--- config.mk ---
export PLATFORM = sky130hd
export DESIGN_NAME = switch_debouncer_flat
export DESIGN_NICKNAME = d
export VERILOG_FILES = /design/src/rtl/scic_io_pkg.sv /design/src/rtl/switch_debouncer_if.sv /design/src/rtl/sync_2ff.sv /design/src/rtl/switch_debouncer.sv /design/src/flat_wrapper.sv
export SDC_FILE = /design/constraint.sdc
export NUM_CORES = 1
export LEC_CHECK = 0
export ABC_AREA = 1
export CAP_MARGIN = 5
export CORE_MARGIN = 5
export CORE_UTILIZATION = 55
export DETAILED_ROUTE_END_ITERATION = 12
export GPL_TIMING_DRIVEN = 0
export PLACE_DENSITY = 0.83
export SLEW_MARGIN = 20
export SYNTH_ARGS = -nofsm -noshare
export SYNTH_HDL_FRONTEND = slang
export SYNTH_SLANG_ARGS = --single-unit
--- constraint.sdc ---
create_clock -name clock -period 2.3 [get_ports clock]
set_input_delay 0.23 -clock clock [delete_from_list [all_inputs] [get_ports clock]]
set_output_delay 0.23 -clock clock [all_outputs]
set_load 0.02 [all_outputs]
--- src/rtl/scic_io_pkg.sv ---
// Shared types and constants for the switch conditioning path.
`timescale 1ns/1ps
package scic_io_pkg;

    localparam int unsigned DEFAULT_DEBOUNCE_CYCLES = 4;

    typedef enum logic {
        STABLE   = 1'b0,
        SETTLING = 1'b1
    } deb_state_e;

endpackage

--- src/rtl/switch_debouncer_if.sv ---
// Switch vector handshake between the debouncer (slave) and its consumer (master).
`timescale 1ns/1ps
interface switch_debouncer_if #(
    parameter int unsigned WIDTH = 4
);
    logic [WIDTH-1:0] switches_raw;
    logic [WIDTH-1:0] switches;
    logic             sw_valid;
    logic             sw_ack;
    logic             sw_overrun;

    modport master (
        output switches_raw,
        output sw_ack,
        input  switches,
        input  sw_valid,
        input  sw_overrun
    );

    modport slave (
        input  switches_raw,
        input  sw_ack,
        output switches,
        output sw_valid,
        output sw_overrun
    );
endinterface

--- src/rtl/sync_2ff.sv ---
// Per-bit two-flop synchronizer for asynchronous level inputs.
`timescale 1ns/1ps
module sync_2ff #(
    parameter int unsigned WIDTH = 1
) (
    input  logic             clock,
    input  logic             reset,
    input  logic [WIDTH-1:0] d,
    output logic [WIDTH-1:0] q
);
    logic [WIDTH-1:0] meta_q;
    logic [WIDTH-1:0] out_q;

    always_ff @(posedge clock or posedge reset) begin
        if (reset) begin
            meta_q <= '0;
            out_q  <= '0;
        end else begin
            meta_q <= d;
            out_q  <= meta_q;
        end
    end

    assign q = out_q;
endmodule

--- src/rtl/switch_debouncer.sv ---
// Whole-vector switch debouncer with a sticky valid/ack handshake and overrun flag.
`timescale 1ns/1ps
module switch_debouncer
    import scic_io_pkg::*;
#(
    parameter int unsigned WIDTH           = 4,
    parameter int unsigned DEBOUNCE_CYCLES = DEFAULT_DEBOUNCE_CYCLES
) (
    input logic                clock,
    input logic                reset,
    switch_debouncer_if.slave  sw_if
);
    localparam int unsigned     CntW    = (DEBOUNCE_CYCLES > 1) ? $clog2(DEBOUNCE_CYCLES) : 1;
    localparam logic [CntW-1:0] CntLast = CntW'(DEBOUNCE_CYCLES - 1);

    logic [WIDTH-1:0] sync_q;
    deb_state_e       state_q, state_d;
    logic [WIDTH-1:0] cand_q, cand_d;
    logic [CntW-1:0]  cnt_q, cnt_d;
    logic [WIDTH-1:0] sw_q, sw_d;
    logic             valid_q, valid_d;
    logic             ovr_q, ovr_d;
    logic             update;

    sync_2ff #(
        .WIDTH (WIDTH)
    ) u_sync (
        .clock (clock),
        .reset (reset),
        .d     (sw_if.switches_raw),
        .q     (sync_q)
    );

    always_comb begin
        state_d = state_q;
        cand_d  = cand_q;
        cnt_d   = cnt_q;
        update  = 1'b0;
        unique case (state_q)
            STABLE: begin
                if (sync_q != sw_q) begin
                    state_d = SETTLING;
                    cand_d  = sync_q;
                    cnt_d   = '0;
                end
            end
            SETTLING: begin
                if (sync_q == sw_q) begin
                    state_d = STABLE;
                end else if (sync_q != cand_q) begin
                    cand_d = sync_q;
                    cnt_d  = '0;
                end else if (cnt_q == CntLast) begin
                    update  = 1'b1;
                    state_d = STABLE;
                end else begin
                    cnt_d = cnt_q + CntW'(1);
                end
            end
            default: state_d = STABLE;
        endcase
    end

    // An ack on the same edge as an update consumes the old value only.
    always_comb begin
        sw_d    = update ? cand_q : sw_q;
        valid_d = valid_q;
        ovr_d   = ovr_q;
        if (update) begin
            valid_d = 1'b1;
        end else if (sw_if.sw_ack && valid_q) begin
            valid_d = 1'b0;
        end
        if (sw_if.sw_ack && valid_q) begin
            ovr_d = 1'b0;
        end else if (update && valid_q) begin
            ovr_d = 1'b1;
        end
    end

    always_ff @(posedge clock or posedge reset) begin
        if (reset) begin
            state_q <= STABLE;
            cand_q  <= '0;
            cnt_q   <= '0;
            sw_q    <= '0;
            valid_q <= 1'b0;
            ovr_q   <= 1'b0;
        end else begin
            state_q <= state_d;
            cand_q  <= cand_d;
            cnt_q   <= cnt_d;
            sw_q    <= sw_d;
            valid_q <= valid_d;
            ovr_q   <= ovr_d;
        end
    end

    assign sw_if.switches   = sw_q;
    assign sw_if.sw_valid   = valid_q;
    assign sw_if.sw_overrun = ovr_q;
endmodule

--- src/flat_wrapper.sv ---
// flat-port wrapper written by rule: the top's interface ports become plain ports
module switch_debouncer_flat import scic_io_pkg::*;
#(
    parameter int unsigned WIDTH           = 4,
    parameter int unsigned DEBOUNCE_CYCLES = DEFAULT_DEBOUNCE_CYCLES
)
  (clock, reset, sw_if_switches_raw, sw_if_sw_ack, sw_if_switches, sw_if_sw_valid, sw_if_sw_overrun);
  switch_debouncer_if #(.WIDTH(WIDTH)) sw_if_i ();
  input logic clock;
  input logic reset;
  input wire logic [$bits(sw_if_i.switches_raw)-1:0] sw_if_switches_raw;
  input wire logic [$bits(sw_if_i.sw_ack)-1:0] sw_if_sw_ack;
  output wire logic [$bits(sw_if_i.switches)-1:0] sw_if_switches;
  output wire logic [$bits(sw_if_i.sw_valid)-1:0] sw_if_sw_valid;
  output wire logic [$bits(sw_if_i.sw_overrun)-1:0] sw_if_sw_overrun;
  assign sw_if_i.switches_raw = sw_if_switches_raw;
  assign sw_if_i.sw_ack = sw_if_sw_ack;
  assign sw_if_switches = sw_if_i.switches;
  assign sw_if_sw_valid = sw_if_i.sw_valid;
  assign sw_if_sw_overrun = sw_if_i.sw_overrun;
  switch_debouncer #(.WIDTH(WIDTH), .DEBOUNCE_CYCLES(DEBOUNCE_CYCLES)) u_core (.clock(clock), .reset(reset), .sw_if(sw_if_i));
endmodule
== Yosys cells after proc, flatten, opt, wreduce, memory -nomap -nowiden ==
Cells that the tools add are included.
Operators by class
  add/subtract/negate cells: 1
  multiply operators: 0
  div/mod/pow operators: 0
  $lt $le $gt $ge: 0
  equal/unequal tests: 8
  shift operators: 0
  multiplexer cells: 22
  bitwise gates (word level): 1
  reduce and logical (&&, ||, !) cells: 6
Operator list (count)
  $mux 1: 12
  $mux 4: 3
  $mux 2: 4
  $ne 4x4->1: 2
  $pmux 4 s2: 1
  $reduce_and 3->1: 2
  $eq 4x4->1: 1
  $ne 2x2->1 const B: 2
  $pmux 2 s2: 1
  $reduce_bool 2->1: 2
  $ne 3x3->1 const B: 1
  $add 2x1->2 const B: 1
  $eq 2x2->1 const B: 1
  $logic_and 1x1->1: 2
  $ne 2x1->1 const B: 1
  $pmux 1 s2: 1
  $not 1->1: 1
Storage, ports and cells
  bits in registers: 21
  latch bits: 0
  bits in writable memories: 0
  memory bits (read-only): 0
  input bits: 7
  output and inout port bits: 6
  memories kept: 0

== Depth between registers and ports, before layout ==
Gate-level depths: netlist (run 1).
  word-level depth: 8
  gate-level depth with buffers: 9
  gate-level depth less buffers: 9

== Hierarchy ==
A second synthesis (run 1) with hierarchy kept.
Unflattened totals
  cell total of the unflattened synthesis: 108
  area total of the unflattened synthesis: 954.7 sq um
By module, submodules not included
  switch_debouncer: instances 1, cells an instance 99, area each 750.7 sq um, seq. area each 325.3 sq um
  sync_2ff: instances 1, cells an instance 9, area each 203.9 sq um, seq. area each 200.2 sq um

== Least setup slack after synthesis (run 1) ==
OpenSTA, ideal clock, no wires.
  path type: flip-flop to flip-flop
  start point: register u_core.sw_q[1], in the netlist u_core.sw_if.switches[1]
  end point: register u_core.cnt_q[0]
  arrival time: 1086 ps
  setup slack: 1097 ps
  stages on the path, launching flop included: 10
  buffers on the path: 0
  period minus slack after synthesis: 1203 ps
  cells stage by stage: dfrtp_1 > inv_1 > nand2_1 > nand2_1 > nor2_2 > nand2_4 > nand2_2 > inv_2 > nand2_1 > nand2_1
Between the ends
  word-level cells in the longest chain between the ends: 3
  elaborated cells on any way between the ends: 5
RTL lines
  from (decl): line switch_debouncer.sv:20  | logic [WIDTH-1:0] sw_q, sw_d;
  from (signal assigned): line switch_debouncer.sv:93  | sw_q <= sw_d;
  $eq 4x4->1 / $ne 4x4->1 (equally long branches): line switch_debouncer.sv:48, switch_debouncer.sv:41
  $ne 2x2->1 (no source line) / $ne 2x1->1 (equally long branches)
  $reduce_and 3->1 (no source line) (*)
  to (signal assigned): line switch_debouncer.sv:92  | cnt_q <= cnt_d;
  to (decl): line switch_debouncer.sv:19  | logic [CntW-1:0] cnt_q, cnt_d;
Every way passes the cells marked *; elsewhere a longest branch is shown, timed or not.
A chain may end at the register's enable or synchronous reset.

== Final worst setup path (run 1) ==
  start point: register u_core.sw_q[3], in the netlist u_core.sw_if.switches[3]
  end point: output sw_if_switches[3]
RTL lines
  to (decl): line flat_wrapper.sv:13  | output wire logic [$bits(sw_if_i.switches)-1:0] sw_if_switches;
No word-level cell between the ends.

==> results of run 1 <==
-- area by class of cell --
type,instances,share of cell area (%)
clock buffer,3,1.95
inverter,18,5.84
clock inverter,1,0.433
timing repair buffer,12,10.4
multi-input combinational,71,33.2
tap,25,2.71
sequential,21,45.5
-- sequential cells by signal, summed over array words and instances (netlist names) --
| signal | cells |
|---|---|
| u_core.sw_if.sw_overrun | 1 |
| u_core.state_q | 1 |
| u_core.u_sync.meta_q | 4 |
| u_core.cand_q | 4 |
| u_core.u_sync.q | 4 |
| u_core.sw_if.switches | 4 |
| u_core.cnt_q | 2 |
| u_core.sw_if.sw_valid | 1 |
-- power by group --
part	internal [mW]	switching, mW
Sequential	0.388	0.0181
Combinational	0.0384	0.0622
Clock	0.0650	0.113
-- cell usage in the layout, fill, tap and decap left out, types with 2 or more instances in the layout --
cell             instances
nand2_2                  5
nand2_4                  2
clkdlybuf4s50_1         12
nor2_1                   3
inv_2                    6
nand2_1                 40
nand4_1                  6
inv_1                   12
nor2_4                   2
nor2_2                   3
clkbuf_4                 3
o21ai_2                  3
dfrtp_1                 21
-- routing by layer --
| layer | global-route usage [%] | vias to the layer above |
|---|---|---|
| met5 | 0 | - |
| met4 | 7.66 | 0 |
| met3 | 2.87 | 5 |
| met2 | 27.4 | 15 |
| met1 | 21.2 | 341 |
| li1 | - | 370 |
-- cells by family (layout without fill, tap and decap cells) --
| group | Yosys count | in the layout | synth area share [%] |
|---|---|---|---|
| AOI/OAI and AO/OA | 5 | 5 | 3.71 |
| DFF | 21 | 21 | 53.8 |
| buffers and inverters | 18 | 34 | 6.91 |
| adders and majority gates | 1 | 1 | 1.28 |
| xor gates and xnor gates | 1 | 1 | 0.896 |
| and+or+nand+nor | 64 | 64 | 33.4 |
-- final timing paths --
path                                                           start                              endpoint  slack [ns]  cells after the start
worst max register to register           u_core.cnt_q[0]$_DFFE_PP0P_           u_core.cnt_q[0]$_DFFE_PP0P_        1.00                      8
min in group clock                             sw_if_switches_raw[3]     u_core.u_sync.meta_q[3]$_DFF_PP0_        0.35                      1
worst min register to register     u_core.u_sync.meta_q[3]$_DFF_PP0_          u_core.u_sync.q[3]$_DFF_PP0_        0.36                      0
worst min-delay path                                           reset          u_core.u_sync.q[2]$_DFF_PP0_        0.35                      2
worst max-delay path            u_core.sw_if.switches[3]$_DFFE_PP0P_                     sw_if_switches[3]        0.72                      1
max in group asynchronous                                      reset  u_core.sw_if.switches[0]$_DFFE_PP0P_        1.47                      2
==> metrics.cfg, run 1 <==
[hold_path]
hp-class=in2async

[logic_synthesis]
synth_edf_count=0
yosysTopAreaCellShare_pct=53.8
synth_nets=118
synth_cells=110
yosys_warnings=0
synth-seq-cells=21
synth_commonest_cells=nand2_1 (40), dfrtp_1 (21), inv_1 (12)
ys_top_cells_by_area=dfrtp_1 (54%), nand2_1 (15%), inv_1 (4.6%), nand4_1 (3.8%), nand2_2 (3.2%)
yosysMostFrequentCell=nand2_1
yosysSeqAreaShare_pct=53.8
avgSynthCellArea_um2=8.88
synth_flop_cell=dfrtp_1
synthArstFlopShare_pct=100
synth_area_um2=977
yosys.area.top_type=dfrtp_1
synth_cell_type_count=18

[cells_and_area]
fill_cells=121
area_growth_pct=18.3
multiInputGateArea_um2=384
num-nets-final=135
drive_gt1_share_pct=21.4
fin_area_um2=1160
diodes=0
final_cells=151
fin_util_pct=67.7
seqCellArea_um2=526

[clock_tree]
cts_root_buf=clkbuf_4
cts_buffers=3
htreeDepth=1
tritoncts=done
clock-sinks=21
clk_pin_slew_ns=0.11
cts_hold_buf=0
postCtsSetupBuffers=0
ctsResizeCount=0
clockBufferDepth=2
clock_latency_ns=0.31

[floorplanning]
start_util_pct=57.2
num_rows=15
die_area_um2=2720
die_y_um=52.2
ios=13
dieWidth_um=52.2
coreArea_um2=1710

[drt]
drc=0
wl_per_cell_um=11.6
drt_iter0_drc=18
wl_met2_um=857
drt_wl_total_um=1750
top_layer=met4
route.met3.wl_um=78
met1Wirelength_um=770
vias=731
final_antenna_net_count=0
drtPass1Iterations=2
via_per_inst=4.84

[timing]
finalHoldViolations=0
setup_ws_ns=0.723
clock_skew_ns=0.00258
fmax_mhz=634
fin_crit_sh_pct=68.6
min_period_ns=1.58
slew_headroom_pct=48.1
worst_pin_slew_ns=0.778
holdWs_ns=0.349
tns_ns=0
setup_viol=0
timing.final.max_slew_violations=0
rsz0062_at_grt=false

[pwr]
vdd_drop_max_mv=0.487
p_per_area_nw_per_um2=593
p_leak_nw=0.587
finalPower_uw=685

[critical_path]
worst_ep_arrival_time_ns=1.35
critPathSlowestCell=clkdlybuf4s50_1
cp-end-kind=output pin
critPathRequiredTime_ns=2.07
crit_chain=clkdlybuf4s50_1
crit_type=reg2out
cp_top_family=buffers and inverters
cp_slowest_stage_delay_ns=0.63
cp_num_buf_inv=1
crit_fanout=3
startpoint_type=flip-flop

[placed_design]
place_hpwl_um=1300
gp_congestion=0.754
place_area_um2=1130
dp_slack_ns=1.02
port_buffers=12
placedCellCount=147

[global_route]
grtUsageTotal_pct=16.6
antenna_found_initial=0
grt_max_degree=22
grt_first_pass_wirelength_um=3260
grt_pass1_vias=715
grt_overflow=0

[run_status]
status=finished clean

[flow_run]
max_cap_violations=0

No activity file was read; power rests on OpenSTA's default activity.
==> run 2, diff against run 1 <==
Settings changed: CORE_UTILIZATION 55 to 52, PLACE_DENSITY 0.83 to 0.79.
Clock period 2.3 ns to 1.55 ns, I/O delays scaled along.
==> metrics.cfg, run 2 (synthesis results as in run 1) <==
[run_status]
status=finished clean

[cells_and_area]
fill_cells=145  ; +20%
final_cells=151  ; unchanged
area_growth_pct=18.8
fin_util_pct=65.8  ; -1.9 points
diodes=0  ; unchanged
fin_area_um2=1160  ; +0.43%
mostFrequentLayoutCells=nand2_1 (40), dfrtp_1 (21), inv_1 (12)
num-nets-final=135  ; unchanged
final_common_cell=nand2_1
drive_gt1_share_pct=21.4  ; unchanged

[global_route]
grt_pass1_vias=740  ; +3.5%
grtUsageTotal_pct=15.7  ; -0.97 points
grt_first_pass_wirelength_um=3090  ; -5.1%
antenna_found_initial=0  ; unchanged
grt_max_degree=22  ; unchanged
grt_overflow=0  ; unchanged

[timing]
setup_ws_ns=0.0567  ; -0.666 ns
finalHoldViolations=0  ; unchanged
fmax_mhz=670
timing.final.max_slew_violations=0  ; unchanged
tns_ns=0  ; unchanged
clock_skew_ns=0.0119  ; +0.00933 ns
holdWs_ns=0.262  ; -0.0870 ns
slew_headroom_pct=49.4  ; +1.3 points
min_period_ns=1.49
fin_crit_sh_pct=96.3
worst_pin_slew_ns=0.758  ; -0.0200 ns
rsz0062_at_grt=false
setup_viol=0  ; unchanged

[critical_path]
setup.worst_path.start=u_core.sw_if.switches[1]$_DFFE_PP0P_
critPathSlowestCell=clkdlybuf4s50_1
crit_fanout=4  ; +1
r2r-end=u_core.sw_if.switches[1]$_DFFE_PP0P_
worst_ep_arrival_time_ns=1.34  ; about the same
startpoint_type=flip-flop
cp_num_buf_inv=1  ; unchanged
cp_slowest_stage_delay_ns=0.63  ; about the same
cp_top_family=buffers and inverters
critPathRequiredTime_ns=1.39  ; -0.68 ns
reg2reg_depth=7  ; -1
r2r_start=u_core.cand_q[3]$_DFFE_PP0P_
crit_chain=clkdlybuf4s50_1
crit_cells=1  ; unchanged
ff2ff_setup_slack_ns=0.28  ; -0.72 ns
endpoint=sw_if_switches[1]
crit_type=reg2out
cp-end-kind=output pin

[pwr]
p_per_area_nw_per_um2=878  ; +48%
finalPower_mw=1.02  ; +49%
vdd_drop_max_mv=0.740  ; +52%
p_leak_nw=0.625  ; +6.4%

[floorplanning]
num_rows=15  ; unchanged
coreArea_um2=1760  ; +3.3%
die_area_um2=2850  ; +4.7%
die_y_um=53.4  ; +2.3%
ios=13  ; unchanged
start_util_pct=55.4  ; -1.8 points
dieWidth_um=53.4  ; +2.3%

[drt]
vias=733  ; +0.27%
drc=0  ; unchanged
drt_iter0_drc=12  ; -6
final_antenna_net_count=0  ; unchanged
via_per_inst=4.85  ; +0.27%
drt_wl_total_um=1710  ; -2.2%
wl_per_cell_um=11.3  ; -2.2%
drtPass1Iterations=4  ; +2

[clock_tree]
clock_latency_ns=0.32  ; about the same
clockBufferDepth=2  ; unchanged
cts_root_buf=clkbuf_4
tritoncts=done
clock-sinks=21  ; unchanged
cts_buffers=3  ; unchanged
clk_pin_slew_ns=0.12  ; about the same
htreeDepth=1  ; unchanged

[placed_design]
dp_slack_ns=0.288  ; -0.735 ns
place_hpwl_um=1290  ; -0.71%
gp_congestion=0.765  ; +1.4%
placedCellCount=147  ; unchanged
place_area_um2=1130  ; unchanged
port_buffers=12  ; unchanged

[hold_path]
hp-class=in2async

[flow_run]
max_cap_violations=0  ; unchanged

[run 2: cell types whose count changed in the layout (fill, tap and decap cells not counted), sizes merged]
cell           delta
dlymetal6s2s      +2
clkdlybuf4s50     -2
[run 2: where the power goes]
group / switching [mW] / leakage [nW] / internal (mW)
logic: 0.0925 / 0.346 / 0.0568
registers: 0.0271 / 0.261 / 0.576
clock network: 0.170 / 0.0177 / 0.0966
total: 0.289 / 0.625 / 0.730
[run 2: worst min-delay path by stage]
| stage | startpoint | end | slack (ns) | cells after the start |
|---|---|---|---|---|
| global placement | u_core.u_sync.meta_q[2]$_DFF_PP0_ | u_core.u_sync.q[2]$_DFF_PP0_ | 0.33 | 0 |
| floorplan | reset | u_core.cand_q[0]$_DFFE_PP0P_ | 0.13 | 1 |
| CTS | sw_if_switches_raw[2] | u_core.u_sync.meta_q[2]$_DFF_PP0_ | 0.26 | 1 |
| detailed placement | u_core.u_sync.meta_q[1]$_DFF_PP0_ | u_core.u_sync.q[1]$_DFF_PP0_ | 0.34 | 0 |
| global route | sw_if_switches_raw[2] | u_core.u_sync.meta_q[2]$_DFF_PP0_ | 0.26 | 1 |
| finish | reset | u_core.state_q$_DFF_PP0_ | 0.26 | 2 |
[run 2: area by class of cell]
cell class	instances	area, µm²	area share, %
tap	25	31.3	2.69
sequential	21	526	45.3
multi-input combinational	71	384	33.1
clock inverter	1	5.00	0.431
inverter	18	67.6	5.82
timing repair buffer	12	125	10.8
clock buffer	3	22.5	1.94
[run 2: repair_timing]
item / CTS / global route
setup buffers: 0 / 0
gates resized for setup: 0 / 2
hold buffers: 0 / 0
hold endpoints to repair: 0 / 0
endpoints found under the setup margin: 0 / 2
[run 2: per-layer routing]
metal,GRT usage [%],share of wire (%),up-vias
met5,0,0,-
li1,-,-,371
met1,18.4,44,340
met4,10.2,3.9,0
met2,24.7,47,15
met3,4.23,4.9,7
